==> config.mk <==
export PLATFORM = sky130hd
export DESIGN_NAME = adc_sd_responder_flat
export DESIGN_NICKNAME = d
export VERILOG_FILES = /design/src/rtl/adc_sd_responder_pkg.sv /design/src/rtl/adc_sd_responder_if.sv /design/src/rtl/adc_sd_responder_sync_edge.sv /design/src/rtl/adc_sd_responder.sv /design/src/flat_wrapper.sv
export SDC_FILE = /design/constraint.sdc
export NUM_CORES = 1
export LEC_CHECK = 0
export ABC_AREA = 1
export CORE_ASPECT_RATIO = 1.2
export CORE_MARGIN = 2
export CORE_UTILIZATION = 45
export CTS_CLUSTER_DIAMETER = 120
export DETAILED_ROUTE_END_ITERATION = 7
export PLACE_DENSITY_LB_ADDON = 0.1
export SYNTH_ARGS = -nofsm -noshare
export SYNTH_HDL_FRONTEND = slang
export SYNTH_SLANG_ARGS = --single-unit
==> constraint.sdc <==
create_clock -name clk -period 2.95 [get_ports clk]
set_clock_uncertainty 0.05 [all_clocks]
set_input_delay 0.295 -clock clk [delete_from_list [all_inputs] [get_ports clk]]
set_output_delay 0.295 -clock clk [all_outputs]
set_load 0.05 [all_outputs]
==> src/rtl/adc_sd_responder_pkg.sv <==
// adc_sd_responder_pkg: shared frame geometry defaults and FSM encodings.
package adc_sd_responder_pkg;
  localparam int DEF_SAMPLE_WIDTH = 12;
  localparam int DEF_LEAD_ZEROS = 4;
  typedef enum logic [1:0] {
    IDLE  = 2'd0,
    SHIFT = 2'd1,
    DONE  = 2'd2
  } state_t;
endpackage

==> src/rtl/adc_sd_responder_if.sv <==
// adc_sd_responder_if: sample handshake plus the three-wire serial ADC bus.
interface adc_sd_responder_if #(
  parameter int SAMPLE_WIDTH = 12
);
  logic [SAMPLE_WIDTH-1:0] sample_data;
  logic sample_valid;
  logic sample_ready;
  logic adc_clk;
  logic adc_cs;
  logic adc_sd;
  modport master (
    output sample_data, sample_valid, adc_clk, adc_cs,
    input  sample_ready, adc_sd
  );
  modport slave (
    input  sample_data, sample_valid, adc_clk, adc_cs,
    output sample_ready, adc_sd
  );
endinterface

==> src/rtl/adc_sd_responder_sync_edge.sv <==
// adc_sd_responder_sync_edge: N-stage synchroniser with level, rise and fall pulses.
module adc_sd_responder_sync_edge #(
  parameter int   STAGES  = 2,
  parameter logic RST_VAL = 1'b1
) (
  input  logic clk,
  input  logic resetn,
  input  logic d,
  output logic level,
  output logic rise,
  output logic fall
);
  logic [STAGES-1:0] sync;
  logic prev;
  always_ff @(posedge clk or negedge resetn)
    if (!resetn) begin
      sync <= {STAGES{RST_VAL}};
      prev <= RST_VAL;
    end else begin
      sync <= {sync[STAGES-2:0], d};
      prev <= sync[STAGES-1];
    end
  assign level = sync[STAGES-1];
  assign rise = ~prev & level;
  assign fall = prev & ~level;
endmodule

==> src/rtl/adc_sd_responder.sv <==
// adc_sd_responder: emulates a 12-bit serial ADC slave, shifting buffered samples out on adc_sd.
module adc_sd_responder
  import adc_sd_responder_pkg::*;
#(
  parameter int SAMPLE_WIDTH = DEF_SAMPLE_WIDTH,
  parameter int LEAD_ZEROS   = DEF_LEAD_ZEROS,
  parameter int SYNC_STAGES  = 2
) (
  input  logic clk,
  input  logic resetn,
  adc_sd_responder_if.slave bus,
  output logic busy,
  output logic frame_done,
  output logic underrun
);
  localparam int FRAME = LEAD_ZEROS + SAMPLE_WIDTH;
  localparam int IDX_W = $clog2(FRAME + 1);
  state_t state;
  logic [SAMPLE_WIDTH-1:0] hold;
  logic [FRAME-1:0] shreg;
  logic [IDX_W-1:0] bit_idx;
  logic fresh, accept, load;
  logic cs_level, cs_rise, cs_fall, sclk_level, sclk_rise, sclk_fall;
  logic unused_sync;
  adc_sd_responder_sync_edge #(.STAGES(SYNC_STAGES), .RST_VAL(1'b1)) u_cs_sync (
    .clk(clk), .resetn(resetn), .d(bus.adc_cs),
    .level(cs_level), .rise(cs_rise), .fall(cs_fall)
  );
  adc_sd_responder_sync_edge #(.STAGES(SYNC_STAGES), .RST_VAL(1'b1)) u_sclk_sync (
    .clk(clk), .resetn(resetn), .d(bus.adc_clk),
    .level(sclk_level), .rise(sclk_rise), .fall(sclk_fall)
  );
  assign unused_sync = &{1'b0, cs_level, sclk_level, sclk_rise};
  assign bus.sample_ready = ~fresh;
  assign accept = bus.sample_valid & ~fresh;
  assign load = (state == IDLE) & cs_fall;
  // Shift register moves left; the bit behind the MSB is what the next falling edge presents.
  always_ff @(posedge clk or negedge resetn)
    if (!resetn) begin
      state <= IDLE;
      hold <= '0;
      shreg <= '0;
      bit_idx <= '0;
      fresh <= 1'b0;
      bus.adc_sd <= 1'b0;
      busy <= 1'b0;
      frame_done <= 1'b0;
      underrun <= 1'b0;
    end else begin
      frame_done <= 1'b0;
      underrun <= 1'b0;
      fresh <= accept | (fresh & ~load);
      if (accept) hold <= bus.sample_data;
      case (state)
        IDLE: if (load) begin
          state <= SHIFT;
          busy <= 1'b1;
          shreg <= {{LEAD_ZEROS{1'b0}}, hold};
          bit_idx <= '0;
          bus.adc_sd <= 1'b0;
          underrun <= ~fresh;
        end
        SHIFT: if (cs_rise) begin
          state <= IDLE;
          busy <= 1'b0;
          bus.adc_sd <= 1'b0;
        end else if (sclk_fall) begin
          bit_idx <= bit_idx + 1'b1;
          shreg <= shreg << 1;
          bus.adc_sd <= (bit_idx == IDX_W'(FRAME - 1)) ? 1'b0 : shreg[FRAME-2];
          if (bit_idx == IDX_W'(FRAME - 1)) begin
            state <= DONE;
            busy <= 1'b0;
            frame_done <= 1'b1;
          end
        end
        DONE: if (cs_rise) state <= IDLE;
        default: state <= IDLE;
      endcase
    end
endmodule

==> src/flat_wrapper.sv <==
// flat-port wrapper written by rule: the top's interface ports become plain ports
module adc_sd_responder_flat import adc_sd_responder_pkg::*;
#(
  parameter int SAMPLE_WIDTH = DEF_SAMPLE_WIDTH,
  parameter int LEAD_ZEROS   = DEF_LEAD_ZEROS,
  parameter int SYNC_STAGES  = 2
)
  (clk, resetn, busy, frame_done, underrun, bus_sample_data, bus_sample_valid, bus_adc_clk, bus_adc_cs, bus_sample_ready, bus_adc_sd);
  adc_sd_responder_if #(.SAMPLE_WIDTH(SAMPLE_WIDTH)) bus_i ();
  input  logic clk;
  input  logic resetn;
  output logic busy;
  output logic frame_done;
  output logic underrun;
  input wire logic [$bits(bus_i.sample_data)-1:0] bus_sample_data;
  input wire logic [$bits(bus_i.sample_valid)-1:0] bus_sample_valid;
  input wire logic [$bits(bus_i.adc_clk)-1:0] bus_adc_clk;
  input wire logic [$bits(bus_i.adc_cs)-1:0] bus_adc_cs;
  output wire logic [$bits(bus_i.sample_ready)-1:0] bus_sample_ready;
  output wire logic [$bits(bus_i.adc_sd)-1:0] bus_adc_sd;
  assign bus_i.sample_data = bus_sample_data;
  assign bus_i.sample_valid = bus_sample_valid;
  assign bus_i.adc_clk = bus_adc_clk;
  assign bus_i.adc_cs = bus_adc_cs;
  assign bus_sample_ready = bus_i.sample_ready;
  assign bus_adc_sd = bus_i.adc_sd;
  adc_sd_responder #(.SAMPLE_WIDTH(SAMPLE_WIDTH), .LEAD_ZEROS(LEAD_ZEROS), .SYNC_STAGES(SYNC_STAGES)) u_core (.clk(clk), .resetn(resetn), .bus(bus_i), .busy(busy), .frame_done(frame_done), .underrun(underrun));
endmodule
# Word-level counts from Yosys, hierarchy flattened
# Cells that the tools add are included.
# classes
bitwise,12
eq_ne,9
add_sub_neg,1
mux,30
reduce_logical,6
# ops
cell,count
two-way mux 15 bit,3
one-hot mux 15 bit (2 select lines),1
two-way mux 5 bit,3
two-way mux 1 bit,14
AND reduction 4 bit,3
two-way mux 2 bit,5
one-hot mux 5 bit (2 select lines),1
bitwise AND 1 bit,6
"inequality test 2 x 1 -> 1 bit, second input constant",3
"inequality test 3 x 1 -> 1 bit, second input constant",2
one-hot mux 2 bit (3 select lines),1
"adder 5 x 1 -> 5 bit, second input constant",1
"equality test 5 x 4 -> 1 bit, second input constant",1
inverter 1 bit,5
one-hot mux 1 bit (2 select lines),2
AND reduction 3 bit,1
"equality test 2 x 1 -> 1 bit, second input constant",1
"equality test 2 bit, second input constant",1
logical NOT 2 bit,1
"inequality test 2 bit, second input constant",1
nonzero test 2 bit,1
bitwise OR 1 bit,1
# totals
elab_cells,71
input_bits,17
output_inout_bits,5
ff_bits,45

# Longest topological paths before layout
# depth
ltp_word,6
mapped_depth,9
mapped_depth_nobuf,9

# Hierarchy
# A second synthesis with hierarchy kept.
# unflattened
hier_cells,211
area_unflattened_um2,2010.7
# by_module_without_submodules
module,cells_each,area_each_um2,n_inst,seq_area_each_um2
adc_sd_responder,197,1823.0,1,975.9
adc_sd_responder_sync_edge,7,93.8,2,78.8

# Worst setup path before layout
# Ideal clock, no wire load.
# synth_timing
kind,reg-to-reg
from,register u_core.fresh
to,register u_core.hold[5]
period_less_slack_ps,1534
setup_ps,128
n_path_buf,1
path_slack_ps,1416
path_stages_with_launch,5
required_time_ps,2772
arrival_ps,1357
cell_sequence,dfrtp_1 inv_1 nand2_2 buf_4 mux2_1
# synth_between
elab_chain_len,2
# synth_rtl
element,line_no,source
start: declaration,adc_sd_responder.sv:22,"logic fresh, accept, load;"
start signal: assignment,adc_sd_responder.sv:52,fresh <= accept | (fresh & ~load);
inverter 1 bit,-,
net bus_sample_ready,flat_wrapper.sv:19,output wire logic [$bits(bus_i.sample_ready)-1:0] bus_sample_ready;
bitwise AND 1 bit,adc_sd_responder.sv:35,assign accept = bus.sample_valid & ~fresh;
end signal: assignment,adc_sd_responder.sv:53,if (accept) hold <= bus.sample_data;
end: declaration,adc_sd_responder.sv:19,logic [SAMPLE_WIDTH-1:0] hold;
# The timed path passes the listed nets, and every way through them passes these cells.
# A chain may end at the register's enable or synchronous reset.

# Worst setup path in the final report
# layout_timing
from,register u_core.fresh
to,output port bus_sample_ready
# layout_between
elab_chain_len,1
# layout_rtl
element,line_no,source
inverter 1 bit,adc_sd_responder.sv:34,assign bus.sample_ready = ~fresh;
end: declaration,flat_wrapper.sv:19,
# No other way between the ends.

==> results.yml <==
run_status:
  status: "finished clean"
place:
  dp.cells: 269
  pre_cts_ws_ns: 1.280
  dp_hpwl_mm: 2.289
  gp_congestion: 0.7939
  numPortBuffers: 21
die:
  core-area_mm2: 0.004229
  io-pin-count: 22
  dieArea_mm2: 0.004906
  die_y_um: 76.33
  fp.dieW_um: 64.28
  row_count: 26
  start_util: 0.4639
clock_network:
  clockBufferDepth: 2
  htree_levels: 2
  ctsResizeCount: 0
  clk_pin_slew_ns: 0.08
  tritoncts: "built"
  clkLatencyLatePin_ns: 0.30
  cts_buffers: 5
  cts_hold_buf: 0
  post_cts_buffers: 0
  cts-root-buf: "clkbuf_8"
  clock_sinks: 45
logic_synthesis:
  synth-seq-cells: 45
  syn_area_per_cell_um2: 9.809
  synth_ff_type: "dfrtp_1"
  synth_enable_flop_cells: 0
  yosysTopAreaCell: "dfrtp_1"
  seq_area_frac_synth: 0.5778
  syn_nets: 219
  yosysUniqueCellTypes: 25
  synth_top_area_share: 0.4974
  syn_area_mm2: 0.001962
  yosys_warnings: 0
  synthTopCellsByArea: "dfrtp_1 50%, nand2_1 14%, dfstp_2 8.0%"
  async_flop_share: 1.000
  synthCells: 200
setup_path:
  crit_chain: "inv_1 > clkdlybuf4s50_1"
  startpoint_type: "flip-flop"
  cpPeakStageDelay_ns: 0.80
  crit_fanout: 3
  cp.arrival_ns: 1.57
  end_kind: "output port"
  critPathTopFamily: "buffers and inverters"
  critPathRequiredTime_ns: 2.61
  slowest_stage: "clkdlybuf4s50_1"
  critPathBufInv: 2
  rrSetupSlack_ns: 1.26
  crit_type: "flip-flop to output port"
run:
  maxCapViolCount: 0
drt:
  drc_errors: 0
  drt-initial-drc-count: 85
  drtPass1Iterations: 4
  ant_nets: 0
  routed_wl_mm: 3.284
  wire_per_inst_um: 11.86
  vias: 1350
  via_per_inst: 4.874
global_routing:
  grt_remaining_overflow: 0
  grt_max_degree: 46
  antenna_found_initial: 0
  grt_usage: 0.1624
  first_global_vias: 1402
  grt_pass1_wl_mm: 6.182
power:
  powerDensity_mw_per_mm2: 822.9
  peakVddDrop_mv: 0.4004
  finalPower_uw: 1875
  p_leak_uw: 0.001127
final_layout:
  fin_cells: 277
  n_antenna_cell: 0
  layout.nets: 239
  drive_gt1_frac: 0.1674
  areaGrowthSynthToFinish_pct: 16.14
  final_util: 0.5388
sta:
  min_period_ns: 1.919
  fin_crit_sh: 0.6506
  worstMarginPinSlew_ns: 0.9476
  finalSetupViolCount: 0
  final.setup.worst_slack_ns: 1.031
  slew_headroom: 0.3683
  finalMaxSlewViolations: 0
  fin_tns_setup_ns: 0
  hold_viol_final: 0
  rsz0062_at_grt: "no"
  timing.fmax_ghz: 0.5210
min_path:
  hp-class: "primary input to asynchronous set/reset pin"
-- cell type report --
cell class                 count  area, µm²
timing repair buffer          21      205.2
clock buffer                   7      96.34
inverter                      13      48.80
tap                           56      70.07
sequential                    45       1134
multi-input combinational    134      719.4
clock inverter                 1      5.005
fill                         417       1951
-- flip-flops by register name, summed over array words and instances, names as in the netlist, 2 cells and up --
register / cells
u_core.u_cs_sync.sync: 2
u_core.shreg: 15
u_core.u_sclk_sync.sync: 2
u_core.state: 2
u_core.bit_idx: 5
u_core.hold: 12
-- logic make-up (layout without fill, tap and decap cells) --
kind of cell / count (synthesis) / after routing / synth area share
AOI/OAI and AO/OA: 10 / 10 / 0.03316
adders and majority gates: 2 / 2 / 0.01275
DFF: 45 / 45 / 0.5778
buffers and inverters: 21 / 42 / 0.05548
muxes: 11 / 11 / 0.06314
and+or+nand+nor: 110 / 110 / 0.2532
xor gates and xnor gates: 1 / 1 / 0.004465
-- layer usage --
metal | global-route usage | share of wire
met1 | 0.1877 | 0.41
met2 | 0.2823 | 0.53
met3 | 0.03988 | 0.034
met4 | 0.07021 | 0.019
met5 | 0 | 0
-- cells in the mapped netlist, types with 3 or more instances --
library cell,number
nand3_1,23
nor2_1,6
o21ai_2,4
mux2_2,9
buf_4,3
inv_1,11
nand2_1,73
dfstp_2,6
dfrtp_1,39
o21ai_0,3
buf_2,3
-- where the power goes --
part	leakage (µW)	internal [µW]	switching, µW
combinational	0.000515	233	284
clock	0.0000542	212	196
sequential	0.000558	830	119
-- placed cells by master (no fill, tap or decap) --
cell type         n
nand3_1          23
clkbuf_8          7
nand2_2           1
xor2_1            1
dfrtp_1          39
o21ai_1           1
clkinv_2          1
nand3_2           2
nor2_4            1
nand2_1          73
nor2_1            6
o21ai_0           3
inv_1            11
nand3_4           1
nor3b_2           1
a21oi_1           2
mux2_1            2
o21ai_2           4
nand2_4           1
inv_2             2
buf_2             1
mux2_2            9
dfstp_2           6
ha_1              2
nand4_1           1
clkdlybuf4s50_1  20
-- stage by stage --
step	area, µm²	hold WS (ns)
finish	2278	0.09308
global route	2278	0.1722
CTS	2278	0.1299
detailed placement	2177	0.2993
global placement	2177	0.2965
floorplan	1962	-0.05059
-- final timing paths --
path / startpoint / to / depth (start not counted)
max: u_core.fresh$_DFF_PN0_ / bus_sample_ready / 2
min: resetn / u_core.busy$_DFFE_PN0P_ / 1
max reg2reg: u_core.state[1]$_DFFE_PN0P_ / u_core.shreg[9]$_DFFE_PN0P_ / 5
min reg2reg: u_core.u_cs_sync.sync[0]$_DFF_PN1_ / u_core.u_cs_sync.sync[1]$_DFF_PN1_ / 0
max in group asynchronous: resetn / u_core.shreg[7]$_DFFE_PN0P_ / 1
min in group clk: u_core.u_cs_sync.sync[0]$_DFF_PN1_ / u_core.u_cs_sync.sync[1]$_DFF_PN1_ / 0
Power figures use the tool's default switching activity.
